<file path="src/rtl/cpt4_driver.sv">
// cpt4_driver: stimulus driver and result checker for a 4-bit comparator.
//
// A run steps through N_VECTORS operand pairs. Vector j is
// A = (5*j+4) mod 16 and B = (3*j) mod 16, built by adding 5 and 3 with
// 4-bit wrap. Each pair is held for HOLD cycles: HOLD-1 cycles in DRIVE
// while the comparator settles, then one SAMPLE cycle where Y is compared
// against the relation selected by MODE (0: A>B, 1: A==B, 2: A<B).
// Mismatches are counted in a counter that saturates at 255.
//
// Optional feature macro: CPT4_DRIVER_FAILIDX_EN
//   defined   - fail_idx captures j of the first mismatch of each run
//   undefined - fail_idx is tied to 0
//
// Ports
//   clk        in   system clock, rising edge
//   rst        in   asynchronous active-high reset
//   start      in   run request pulse, honoured only in IDLE or DONE
//   A, B       out  registered comparator operands
//   Y          in   comparator result
//   busy       out  run in progress (DRIVE or SAMPLE)
//   done       out  run finished, held until next start or reset
//   pass       out  done and no mismatches
//   err_count  out  saturating mismatch count
//   fail_idx   out  index of the first mismatch (feature macro only)
//
// state  | meaning
// IDLE   | after reset, waiting for start
// DRIVE  | operands applied, comparator settling (HOLD-1 cycles)
// SAMPLE | one cycle: Y checked against the expected relation
// DONE   | run complete, results valid, waiting for start

module cpt4_driver #(
    parameter int N_VECTORS = 1000,
    parameter int HOLD      = 5,
    parameter int MODE      = 0
) (
    input  logic       clk,
    input  logic       rst,
    input  logic       start,
    output logic [3:0] A,
    output logic [3:0] B,
    input  logic       Y,
    output logic       busy,
    output logic       done,
    output logic       pass,
    output logic [7:0] err_count,
    output logic [9:0] fail_idx
);

    typedef enum logic [1:0] {
        IDLE,
        DRIVE,
        SAMPLE,
        DONE
    } state_t;

    localparam logic [9:0] J_LAST    = 10'(N_VECTORS - 1);
    localparam logic [7:0] HOLD_LAST = 8'(HOLD - 2);

    state_t     state;
    state_t     state_nxt;
    logic [9:0] j;
    logic [7:0] hold_cnt;
    logic       start_ok;
    logic       hold_tc;
    logic       last_vec;
    logic       y_exp;
    logic       mismatch;

    always_comb begin
        start_ok = start && ((state == IDLE) || (state == DONE));
        hold_tc  = (hold_cnt == HOLD_LAST);
        last_vec = (j == J_LAST);
        if (MODE == 1) begin
            y_exp = (A == B);
        end else if (MODE == 2) begin
            y_exp = (A < B);
        end else begin
            y_exp = (A > B);
        end
        // Expected Y comes from the operand registers currently on the bus.
        mismatch = (state == SAMPLE) && (Y != y_exp);
    end

    always_ff @(posedge clk or posedge rst) begin
        if (rst) begin
            state <= IDLE;
        end else begin
            state <= state_nxt;
        end
    end

    always_comb begin
        state_nxt = state;
        busy      = 1'b0;
        done      = 1'b0;
        case (state)
            IDLE: begin
                if (start_ok) begin
                    state_nxt = DRIVE;
                end
            end
            DRIVE: begin
                busy = 1'b1;
                if (hold_tc) begin
                    state_nxt = SAMPLE;
                end
            end
            SAMPLE: begin
                busy = 1'b1;
                state_nxt = last_vec ? DONE : DRIVE;
            end
            DONE: begin
                done = 1'b1;
                if (start_ok) begin
                    state_nxt = DRIVE;
                end
            end
            default: state_nxt = IDLE;
        endcase
        pass = done && (err_count == 8'd0);
    end

    // Operand generator, vector index, hold timer and error counter.
    // The hold timer counts 0..HOLD-2 in DRIVE, giving HOLD-1 drive cycles.
    always_ff @(posedge clk or posedge rst) begin
        if (rst) begin
            A         <= 4'd0;
            B         <= 4'd0;
            j         <= 10'd0;
            hold_cnt  <= 8'd0;
            err_count <= 8'd0;
        end else if (start_ok) begin
            A         <= 4'd4;
            B         <= 4'd0;
            j         <= 10'd0;
            hold_cnt  <= 8'd0;
            err_count <= 8'd0;
        end else begin
            case (state)
                DRIVE: begin
                    if (!hold_tc) begin
                        hold_cnt <= hold_cnt + 8'd1;
                    end
                end
                SAMPLE: begin
                    if (mismatch && (err_count != 8'hFF)) begin
                        err_count <= err_count + 8'd1;
                    end
                    if (!last_vec) begin
                        j        <= j + 10'd1;
                        A        <= A + 4'd5;
                        B        <= B + 4'd3;
                        hold_cnt <= 8'd0;
                    end
                end
                default: begin
                end
            endcase
        end
    end

`ifdef CPT4_DRIVER_FAILIDX_EN
    // err_count still zero at a mismatch marks the first one of the run.
    always_ff @(posedge clk or posedge rst) begin
        if (rst) begin
            fail_idx <= 10'd0;
        end else if (start_ok) begin
            fail_idx <= 10'd0;
        end else if (mismatch && (err_count == 8'd0)) begin
            fail_idx <= j;
        end
    end
`else
    assign fail_idx = 10'd0;
`endif

endmodule
</file>
<file path="config.mk">
export PLATFORM = sky130hd
export DESIGN_NAME = cpt4_driver
export DESIGN_NICKNAME = d
export VERILOG_FILES = /design/src/rtl/cpt4_driver.sv
export SDC_FILE = /design/constraint.sdc
export NUM_CORES = 1
export LEC_CHECK = 0
export ABC_CLOCK_PERIOD_IN_PS = 3500
export CAP_MARGIN = 30
export CELL_PAD_IN_SITES_DETAIL_PLACEMENT = 1
export CELL_PAD_IN_SITES_GLOBAL_PLACEMENT = 2
export CORE_MARGIN = 1
export CORE_UTILIZATION = 36
export CTS_BUF_LIST = sky130_fd_sc_hd__clkbuf_16
export CTS_CLUSTER_DIAMETER = 30
export DETAILED_ROUTE_END_ITERATION = 8
export PLACE_DENSITY = 0.91
export SYNTH_ARGS = -nofsm -noshare
export SYNTH_HDL_FRONTEND = slang
export SYNTH_SLANG_ARGS = --single-unit
export TNS_END_PERCENT = 100
</file>
<file path="constraint.sdc">
create_clock -name clk -period 3.5 [get_ports clk]
set_input_delay 0.35 -clock clk [delete_from_list [all_inputs] [get_ports clk]]
set_output_delay 0.35 -clock clk [all_outputs]
set_load 0.02 [all_outputs]
</file>
### Word-level counts from Yosys, hierarchy flattened

Cells that the tools add are included.

| storage, ports and cells | value |
|---|---|
| memory bits (writable) | 0 |
| latch bits | 0 |
| memories | 0 |
| ROM bits | 0 |
| register bits after elaboration | 36 |

| cells by class | value |
|---|---|
| $lt $le $gt $ge | 1 |
| eq/ne operators | 12 |
| multiply operators | 0 |
| bitwise operators | 0 |
| $add $sub $neg | 5 |
| reduce and logical (&&, ||, !) cells | 16 |
| div/mod/pow operators | 0 |
| shift-type cells | 0 |
| multiplexer cells | 22 |

Operators by type and width:

| operator | count |
|---|---|
| $mux 8 | 6 |
| $mux 10 | 3 |
| $mux 4 | 6 |
| $add 8x1->8 const B | 2 |
| $pmux 8 s2 | 1 |
| $add 10x1->10 const B | 1 |
| $eq 10x10->1 const B | 1 |
| $eq 8x2->1 const B | 1 |
| $logic_not 8->1 | 1 |
| $ne 8x8->1 const B | 1 |
| $mux 2 | 3 |
| $ne 3x3->1 const B | 2 |
| $pmux 2 s3 | 1 |
| $reduce_and 2->1 | 3 |
| $add 4x2->4 const B | 1 |
| $add 4x3->4 const B | 1 |
| $eq 2x2->1 const B | 2 |
| $gt 4x4->1 | 1 |
| $logic_and 1x1->1 | 4 |
| $ne 2x2->1 const B | 2 |
| $reduce_bool 2->1 | 2 |
| $reduce_or 2->1 | 2 |
| $reduce_and 3->1 | 1 |
| $reduce_bool 3->1 | 1 |
| other kinds (6) | 7 |

### Longest topological paths before layout

Gate-level depths: netlist of the first run.

| logic depth | value |
|---|---|
| word-level depth | 7 |
| gate-level depth with buffers | 8 |
| gate-level depth less buffers | 7 |

### Least setup slack after synthesis of the first run

No wires, ideal clock.

| timing | value |
|---|---|
| kind | register -> register |
| start point | register B[2] |
| end point | register err_count[4] |
| library setup time | 0.079 ns |
| required time | 3.421 ns |
| arrival | 2.126 ns |
| period minus slack after synthesis | 2.205 ns |
| slack | 1.295 ns |
| stages on the path, launching flop included | 8 |
| cells stage by stage | dfrtp_1 inv_1 ha_1 and4_4 buf_6 or4_4 a211oi_1 mux2i_1 |

| on the way | value |
|---|---|
| longest elaborated chain between the ends | 6 |

Ends and longest elaborated chain:

| what | line | RTL |
|---|---|---|
| start: declaration | 41 | `output logic [3:0] B,` |
| start signal: assignment | 153 | `B <= B + 4'd3;` |
| $gt 4x4->1 | 79 | `y_exp = (A > B);` |
| $ne 1x1->1 | 82 | `mismatch = (state == SAMPLE) && (Y != y_exp);` |
| $logic_and 1x1->1 | 82 |  |
| $logic_and 1x1->1 | 147 | `if (mismatch && (err_count != 8'hFF)) begin` |
| $reduce_bool 2->1 (no line) | n/a |  |
| $reduce_and 2->1 (no line) | n/a |  |
| end signal: assignment | 148 | `err_count <= err_count + 8'd1;` |
| end: declaration | 46 | `output logic [7:0] err_count,` |

No other way between the ends.
A chain may end at the register's enable or synchronous reset.

### Worst setup path after layout of the first run

| timing | value |
|---|---|
| start point | register state[0] |
| end point | register err_count[4] |

| on the way | value |
|---|---|
| longest elaborated chain between the ends | 5 |

Ends and longest elaborated chain:

| what | line | RTL |
|---|---|---|
| start: declaration | 60 | `state_t state;` |
| start signal: assignment | 89 | `state <= state_nxt;` |
| $eq 2x2->1, or another cell as far along | 71 | `start_ok = start && ((state == IDLE) \|\| (state == DONE));` |
| $logic_or 1x1->1 or $logic_and 1x1->1 (tied branches) | 71, 82 |  |
| $logic_and 1x1->1 (on tied branches) | 71, 147 |  |
| $reduce_bool 2->1 (no line) | n/a |  |
| $reduce_and 2->1 (no line) | n/a |  |

Several ways; a longest one is shown, not always the timed one.

==> results.md, run 1 <==
Outcome:
- The run finished with clean final reports.

Setup path:
- In this run the register-to-register setup slack is 1.15 ns.
- The critical path start-end classification is reg2reg.
- In this design, the stage delay of the slowest critical-path cell is 0.48 ns.
- The slowest library cell on the worst path is sky130_fd_sc_hd__or4_4.
- Data arrives at the worst endpoint at 2.56 ns.
- STA classifies the critical path endpoint as a flip-flop.
- Counting both buffers and inverters, the worst setup path holds a total of 1.
- The critical path goes through inv_1 > ha_1 > o21ai_0 > or4_4 > a211oi_1 > mux2i_1.
- The nature of the critical path startpoint is a flip-flop.
- Along the worst path, the maximum fanout reaches 14.
- The cell class contributing the biggest share of worst-path delay is compound AO/OA/AOI/OAI gates.
- The critical path data required time is 3.70 ns.

CTS:
- The post-CTS setup-driven buffer insertion count is 0.
- The number of buffers created by CTS is 5.
- The H-tree depth reported by CTS is 2.
- The deepest clock path buffer count is 2.
- The clock drives 36 sinks.
- Once the clock tree was built, the resizer swapped 0 gates to a different size.
- Clock latency on the worst-skew pair, taken at its later pin, is 0.28 ns.
- The TritonCTS clock tree is yes.
- Hold repair after CTS inserted 0 buffers.
- The clock-pin slew reported for the worst setup and hold paths after clock tree synthesis is 0.06 ns.
- The cell at the root of the clock tree is sky130_fd_sc_hd__clkbuf_16.

Finish:
- The area growth from synthesis to final layout is 20.4%.
- The area of combinational cells with multiple inputs is 1260 um^2.
- The fill cell total of the finished layout is 707.
- The final non-filler cell total is 351.
- The share of final-layout standard cells stronger than drive strength 1 is 6.52%.
- In the final layout, flip-flops and latches occupy 901 um^2.
- 0 antenna diodes ended up in the layout.
- The number of nets in the final layout is 293.

Routing:
- Wires add up to 5490 um.
- The sum of routed wire segments on met1 is 2640 um.
- The number of design rule violations left after detail routing is 0.
- The detailed-routed wire length on met2 is 2640 um.
- In this run, the number of DRC markers left after iteration 0 of detailed routing was 100.
- The routed wirelength normalized by instance count is 15.6 um.
- The first-pass detailed-route iteration total is 4.
- The via count is 1919.
- The detailed router used layers up to and including met4.
- The average vias per placed instance is 5.47.
- The detailed-routed wire length on met3 is 188 um.
- The count of antenna-violating nets left after detailed routing is 0.

Placed design:
- Including well taps, the total number of placed cells is 343.
- Routability-driven placement finished with a final weighted congestion of 0.743.
- The count of input and output buffers is 22.
- The placed wire-length estimate after detailed placement is 3810 um.

STA:
- The slew at the pin with the worst max-slew slack is 0.558 ns.
- The final setup TNS is 0 ns.
- The final-report hold violation count was 0.
- Setup violations remaining at the end of the flow were counted as 0.
- Timing would allow up to 425 MHz.
- After layout, the worst path uses 67.3% of the clock period.
- The final clock skew is 0.00384 ns.
- The number of pins with negative max-slew slack in the final report is 0.
- Setup repair after global routing left no endpoint under its margin.
- The final period demand of the worst path is 2.35 ns.
- The worst max-slew margin expressed relative to the limit is 62.5%.

Pwr:
- Total power for the finished layout comes to 1.11 mW.
- The power density over the cells is 404 nW/um^2.
- The static power due to leakage is 1.18 nW.
- The peak supply drop is 0.258 mV.

Die:
- The count of standard-cell rows is 28.
- The core region is 6030 um^2.
- The die covers 6690 um^2.
- The die extent in y is 81.8 um.
- The starting density of the core is 38.0%.
- 33 I/O pins were placed.
- The width of the die is 81.8 um.

Synthesis:
- The synthesized netlist cell count is 253.
- The share of async-settable or async-resettable flops after synthesis is 100%.
- The total of flip-flops plus latches after synthesis is 36.
- In this run, synthesis inferred 0 flip-flops with an integrated enable.
- The predominant post-synthesis flop cell is sky130_fd_sc_hd__dfrtp_1.
- A synthesized cell averages 9.06 um^2.
- The netlist uses 48 different library cells.
- The proportion of synthesized chip area in sequential cells is 39.3%.
- During synthesis, Yosys emitted a total of 0 warnings.
- In this run the cell area of the synthesized design comes to 2290 um^2.

GRT:
- Entering global routing, the biggest net connects 37 pins.
- The number of global-route vias before repair came to 1898.
- The total track usage is 17.8%.
- Summed over all layers, the global routing overflow is 0.
- The first global-routing pass estimated 9150 um of wire.
- The number of antenna violations at the first check in global routing is 0.

Job:
- The tool flagged a number of max-cap violations equal to 0.

Worst hold path:
- The min-delay analysis places its worst path in the category in2async.
## cells in the mapped netlist, drive strengths merged (2+ instances only)
cell type	n	area share (%)
nand3	14	3.1
nand4b	2	0.76
nor3	6	1.3
buf	12	4.0
ha	14	7.6
nand2	25	4.1
o21ai	15	3.3
clkbuf	7	1.1
nand4	3	0.82
or3	11	3.0
a211oi	4	1.3
or4	3	1.3
nor2	19	3.1
nand4bb	2	0.98
a21oi	17	3.7
and4	4	1.6
xnor2	7	2.7
and3	3	0.82
o2111ai	2	0.76
mux2i	7	3.1
o21a	2	0.65
nand2b	4	1.1
dfrtp	36	39
xor2	2	0.76
nor4	2	0.55
inv	13	2.1
## per-layer routing
layer	up-vias	global-route usage [%]
met5	-	0
met3	5	4.00
met4	0	4.04
met2	30	29.1
met1	955	23.9
li1	929	-
## tightest hold or removal path, cell delays in order
cell                              delay, ns
sky130_fd_sc_hd__clkdlybuf4s50_1       0.39
sky130_fd_sc_hd__inv_1                 0.05
sky130_fd_sc_hd__buf_4                 0.41
## report_power, final
part           total (mW)  switching (mW)  internal [mW]
Sequential          0.421         0.00277          0.418
Combinational      0.0345          0.0252        0.00927
Clock               0.659           0.178          0.480
Total                1.11           0.206          0.908
## sequential cells by signal, summed over array words and instances (netlist names)
signal     flops
j             10
err_count      8
hold_cnt       8
A              4
B              4
state          2
## metrics by stage
step                worst slack, ns  hold WS [ns]  area [um^2]  util (%)
detailed placement             1.18         0.538         2540      42.2
finish                         1.15         0.490         2760      45.8
global placement               1.29         0.535         2540      42.2
CTS                            1.15         0.513         2760      45.8
floorplan                      1.29         0.510         2330         -
global route                   1.03         0.582         2760      45.8
## kinds of logic (layout without fill, tap and decap cells)
logic type / after synthesis / after routing / synth area share [%]
DFF: 36 / 36 / 39.3
buffers and inverters: 32 / 46 / 7.26
muxes: 7 / 7 / 3.06
and+or+nand+nor: 104 / 104 / 24.5
adders and majority gates: 14 / 14 / 7.64
other: 1 / 10 / 0.164
xor gates and xnor gates: 9 / 9 / 3.44
AOI/OAI and AO/OA: 50 / 50 / 14.6
## cell type report
| cell class | instances | share of cell area, % |
|---|---|---|
| Sequential cell | 36 | 32.6 |
| Multi-Input combinational cell | 194 | 45.6 |
| Clock buffer | 5 | 4.53 |
| Inverter | 13 | 1.77 |
| Clock inverter | 3 | 3.26 |
| Timing Repair Buffer | 25 | 8.79 |
| Tap cell | 75 | 3.40 |
## layout by cell type, fill, tap and decap left out, types with 6 or more instances in the layout
cell type,count
sky130_fd_sc_hd__ha_1,14
sky130_fd_sc_hd__inv_1,13
sky130_fd_sc_hd__xnor2_1,7
sky130_fd_sc_hd__or3_1,11
sky130_fd_sc_hd__nand3_1,14
sky130_fd_sc_hd__conb_1,10
sky130_fd_sc_hd__dfrtp_1,36
sky130_fd_sc_hd__o21ai_0,10
sky130_fd_sc_hd__nor3_1,6
sky130_fd_sc_hd__mux2i_1,7
sky130_fd_sc_hd__a21oi_1,17
sky130_fd_sc_hd__clkdlybuf4s50_1,22
sky130_fd_sc_hd__nor2_1,19
sky130_fd_sc_hd__nand2_1,25
## worst paths after layout
kind,from,endpoint,depth (start not counted)
worst min register to register,j[8],j[8],2
worst max register to register,state[0],err_count[4],6
worst min-delay path,rst,A[0],3
worst max-delay path,state[0],err_count[4],6
max in group asynchronous,rst,hold_cnt[3],3
min in group clk,j[8],j[8],2
Note: power is estimated with default switching activity, not from simulation.
==> inputs of run 2 (changes only) <==
ABC_CLOCK_PERIOD_IN_PS = 2100   (was 3500)
CORE_UTILIZATION = 30   (was 36)
PLACE_DENSITY = 0.81   (was 0.91)
clock period = 2.1 ns   (was 3.5 ns; I/O delays follow)
==> results.md, run 2 (synthesized netlist as in run 1, its figures left out) <==
CTS:
- The total of hold buffers inserted after clock tree synthesis was 0 (unchanged).
- Clock tree synthesis selected as its root buffer the cell sky130_fd_sc_hd__clkbuf_16.
- The H-tree depth reported by CTS is 2 (unchanged).
- The TritonCTS clock tree is yes.
- The total clock sinks is 36 (unchanged).
- The clock-pin slew reported for the worst setup and hold paths after clock tree synthesis is 0.06 ns (about the same).
- The deepest clock path buffer count is 2 (unchanged).
- The clock network latency to the later pin of the worst-skew pair was 0.28 ns (about the same).
- The number of buffers created by CTS is 5 (unchanged).

Routing:
- The first-pass detailed-route iteration total is 4 (unchanged).
- The detailed router's first-iteration violation count came to 89 (-11%).
- The number of design rule violations left after detail routing was 0 (unchanged).
- The total wire length is 5820 um (+6.0%).
- The via count came to 1965 (+2.4%).
- The average vias per placed instance is 5.03 (-8.1%).
- The count of antenna-violating nets left after detailed routing is 0 (unchanged).
- The routed wirelength normalized by instance count is 14.9 um (-4.8%).

GRT:
- The pin count of the biggest net entering global routing is 24 (-35%).
- The total track usage is 16.1% (-1.7 points).
- The total congestion overflow after global routing is 0 (unchanged).
- The first-pass GRT wire length is 9800 um (+7.2%).
- The number of antenna violations at the first check in global routing came to 0 (unchanged).
- The number of global-route vias before repair is 1977 (+4.2%).

Finish:
- In the layout the commonest cells are sky130_fd_sc_hd__dfrtp_1 (29), sky130_fd_sc_hd__nand2_1 (25), sky130_fd_sc_hd__clkdlybuf4s50_1 (21).
- The fill cell total of the finished layout was 856 (+21%).
- The number of flip-flops in the largest register is 10 (unchanged).
- The largest register by flop count is j.
- From synthesis to final layout, the design area changed by 26.1%.
- The diode insertion count for antenna repair is 0 (unchanged).
- The largest registers in the layout are j x10, err_count x8, hold_cnt x8.
- The area of all placed cells without fillers is 2890 um^2 (+4.8%).
- The leading cell type in the layout, fill and taps excluded is sky130_fd_sc_hd__dfrtp_1.
- The number of nets in the final layout came to 309 (+5.5%).
- The share of final-layout standard cells stronger than drive strength 1 came to 15.8% (+9.2 points).

Setup path:
- The worst register-to-register path ends at err_count[4].
- The critical path data required time was 2.31 ns (-1.39 ns).
- The nature of the critical path startpoint is a flip-flop.
- The launch point of the worst reg-to-reg path is B[3].
- The path depth of the worst reg2reg path came to 7 (+1).
- The critical path endpoint category is a flip-flop.
- The flop-to-flop setup slack is 0.05 ns (-1.10 ns).
- The arrival time at the worst endpoint is 2.26 ns (-0.30 ns).
- The critical path in this run is classified as reg2reg.
- The highest fanout seen on the critical path came to 8 (-6).

Outcome:
- The run finished with clean final reports.

STA:
- The total of endpoints with negative setup slack in the final report is 0 (unchanged).
- The highest achievable clock rate is 487 MHz (+15%).
- The number of pins with negative max-slew slack in the final report is 0 (unchanged).
- Setup repair after global routing could not meet its margin everywhere.
- The final-report hold violation count is 0 (unchanged).
- The final clock skew is 0.00607 ns (+0.00223 ns).
- The smallest setup slack after layout is 0.0456 ns (-1.10 ns).
- The share of the clock period used by the worst path is 97.8% (+31 points).
- The worst max-slew margin expressed relative to the limit is 61.2% (-1.3 points).
- The slew at the pin with the worst max-slew slack is 0.582 ns (+0.0238 ns).
- The final period demand of the worst path is 2.05 ns (-0.300 ns).

Pwr:
- The power density over the cells was 510 nW/um^2 (+26%).
- The peak supply drop is 0.316 mV (+22%).
- The static power due to leakage is 1.23 nW (+3.9%).
- The overall power of the completed layout is 1.47 mW (+32%).

Placed design:
- The count of input and output buffers is 22 (unchanged).
- The worst setup timing slack at the placement stage came to 0.0400 ns (-1.14 ns).
- The routability congestion estimate came to 0.768 (+3.3%).
- The cell area after placement was 2740 um^2 (+7.8%).
- The placed wire-length estimate after detailed placement came to 4360 um (+15%).

Die:
- The starting density of the core is 31.3% (-6.8 points).
- The area of the placeable core is 7330 um^2 (+22%).
- The width of the die is 89.4 um (+9.3%).
- The die extent in y is 89.4 um (+9.3%).
- The number of primary I/O pins came to 33 (unchanged).
- The count of standard-cell rows is 31 (+11%).
- The area of the die was 7990 um^2 (+19%).

Job:
- The max-cap violation count came to 0 (unchanged).

Worst hold path:
- The worst min-delay path class is in2async.
==> run 2: area by class of cell <==
type,instances,area [um^2],share of cell area (%)
clock inverter,3,11.3,0.389
timing repair buffer,41,362,12.5
clock buffer,5,125,4.33
multi-input combinational,194,1310,45.3
sequential,36,910,31.5
tap,99,124,4.28
inverter,13,48.8,1.69
==> run 2: critical path, cell delays in order, from the launching register on <==
cell	delay [ns]
sky130_fd_sc_hd__dfrtp_2	0.38
sky130_fd_sc_hd__inv_1	0.07
sky130_fd_sc_hd__ha_4	0.27
sky130_fd_sc_hd__o21a_1	0.16
sky130_fd_sc_hd__o22ai_4	0.11
sky130_fd_sc_hd__or4_4	0.53
sky130_fd_sc_hd__a211oi_2	0.27
sky130_fd_sc_hd__mux2i_1	0.20
==> run 2: layer usage <==
metal	track usage (%)	vias to the layer above	wire length, um	part of all wire (%)
li1	-	958	-	-
met4	3.46	0	49	0.84
met2	26.0	36	2710	47
met5	0	-	0	0
met1	22.2	965	2880	50
met3	3.42	6	175	3.0
==> run 2: worst max path at each step <==
| stage | start | endpoint | slack [ns] |
|---|---|---|---|
| 2_1_floorplan | A[0] | err_count[6] | 0.01 |
| 3_3_place_gp | B[2] | err_count[4] | 0.08 |
| 3_5_place_dp | B[2] | err_count[4] | 0.04 |
| 4_1_cts | B[2] | err_count[4] | 0.01 |
| 5_1_grt | A[2] | err_count[6] | -0.03 |
| 6_report | B[3] | err_count[4] | 0.05 |
==> run 2: power by group <==
| group | switching, mW | internal, mW | leakage [nW] | total, mW |
|---|---|---|---|---|
| clock | 0.283 | 0.427 | 0.0738 | 0.710 |
| sequential | 0.00355 | 0.697 | 0.407 | 0.700 |
| combinational | 0.0444 | 0.0190 | 0.749 | 0.0634 |
==> run 2: through the flow <==
step | std cells | TNS (ns) | utilization [%] | hold WS, ns
4_1_cts | 390 | 0 | 39.3 | 0.286
3_5_place_dp | 382 | 0 | 37.4 | 0.553
6_report | 391 | 0 | 39.4 | 0.290
5_1_grt | 391 | -0.0398 | 39.4 | 0.331
2_1_floorplan | 262 | 0 | - | 0.377
3_3_place_gp | 382 | 0 | 37.4 | 0.540
==> run 2: timing repair <==
item                                    in CTS  in global routing
endpoints found under the setup margin       1                  7
resized for setup                            1                  2
buffers inserted                             0                  1
pin swaps                                    0                  5
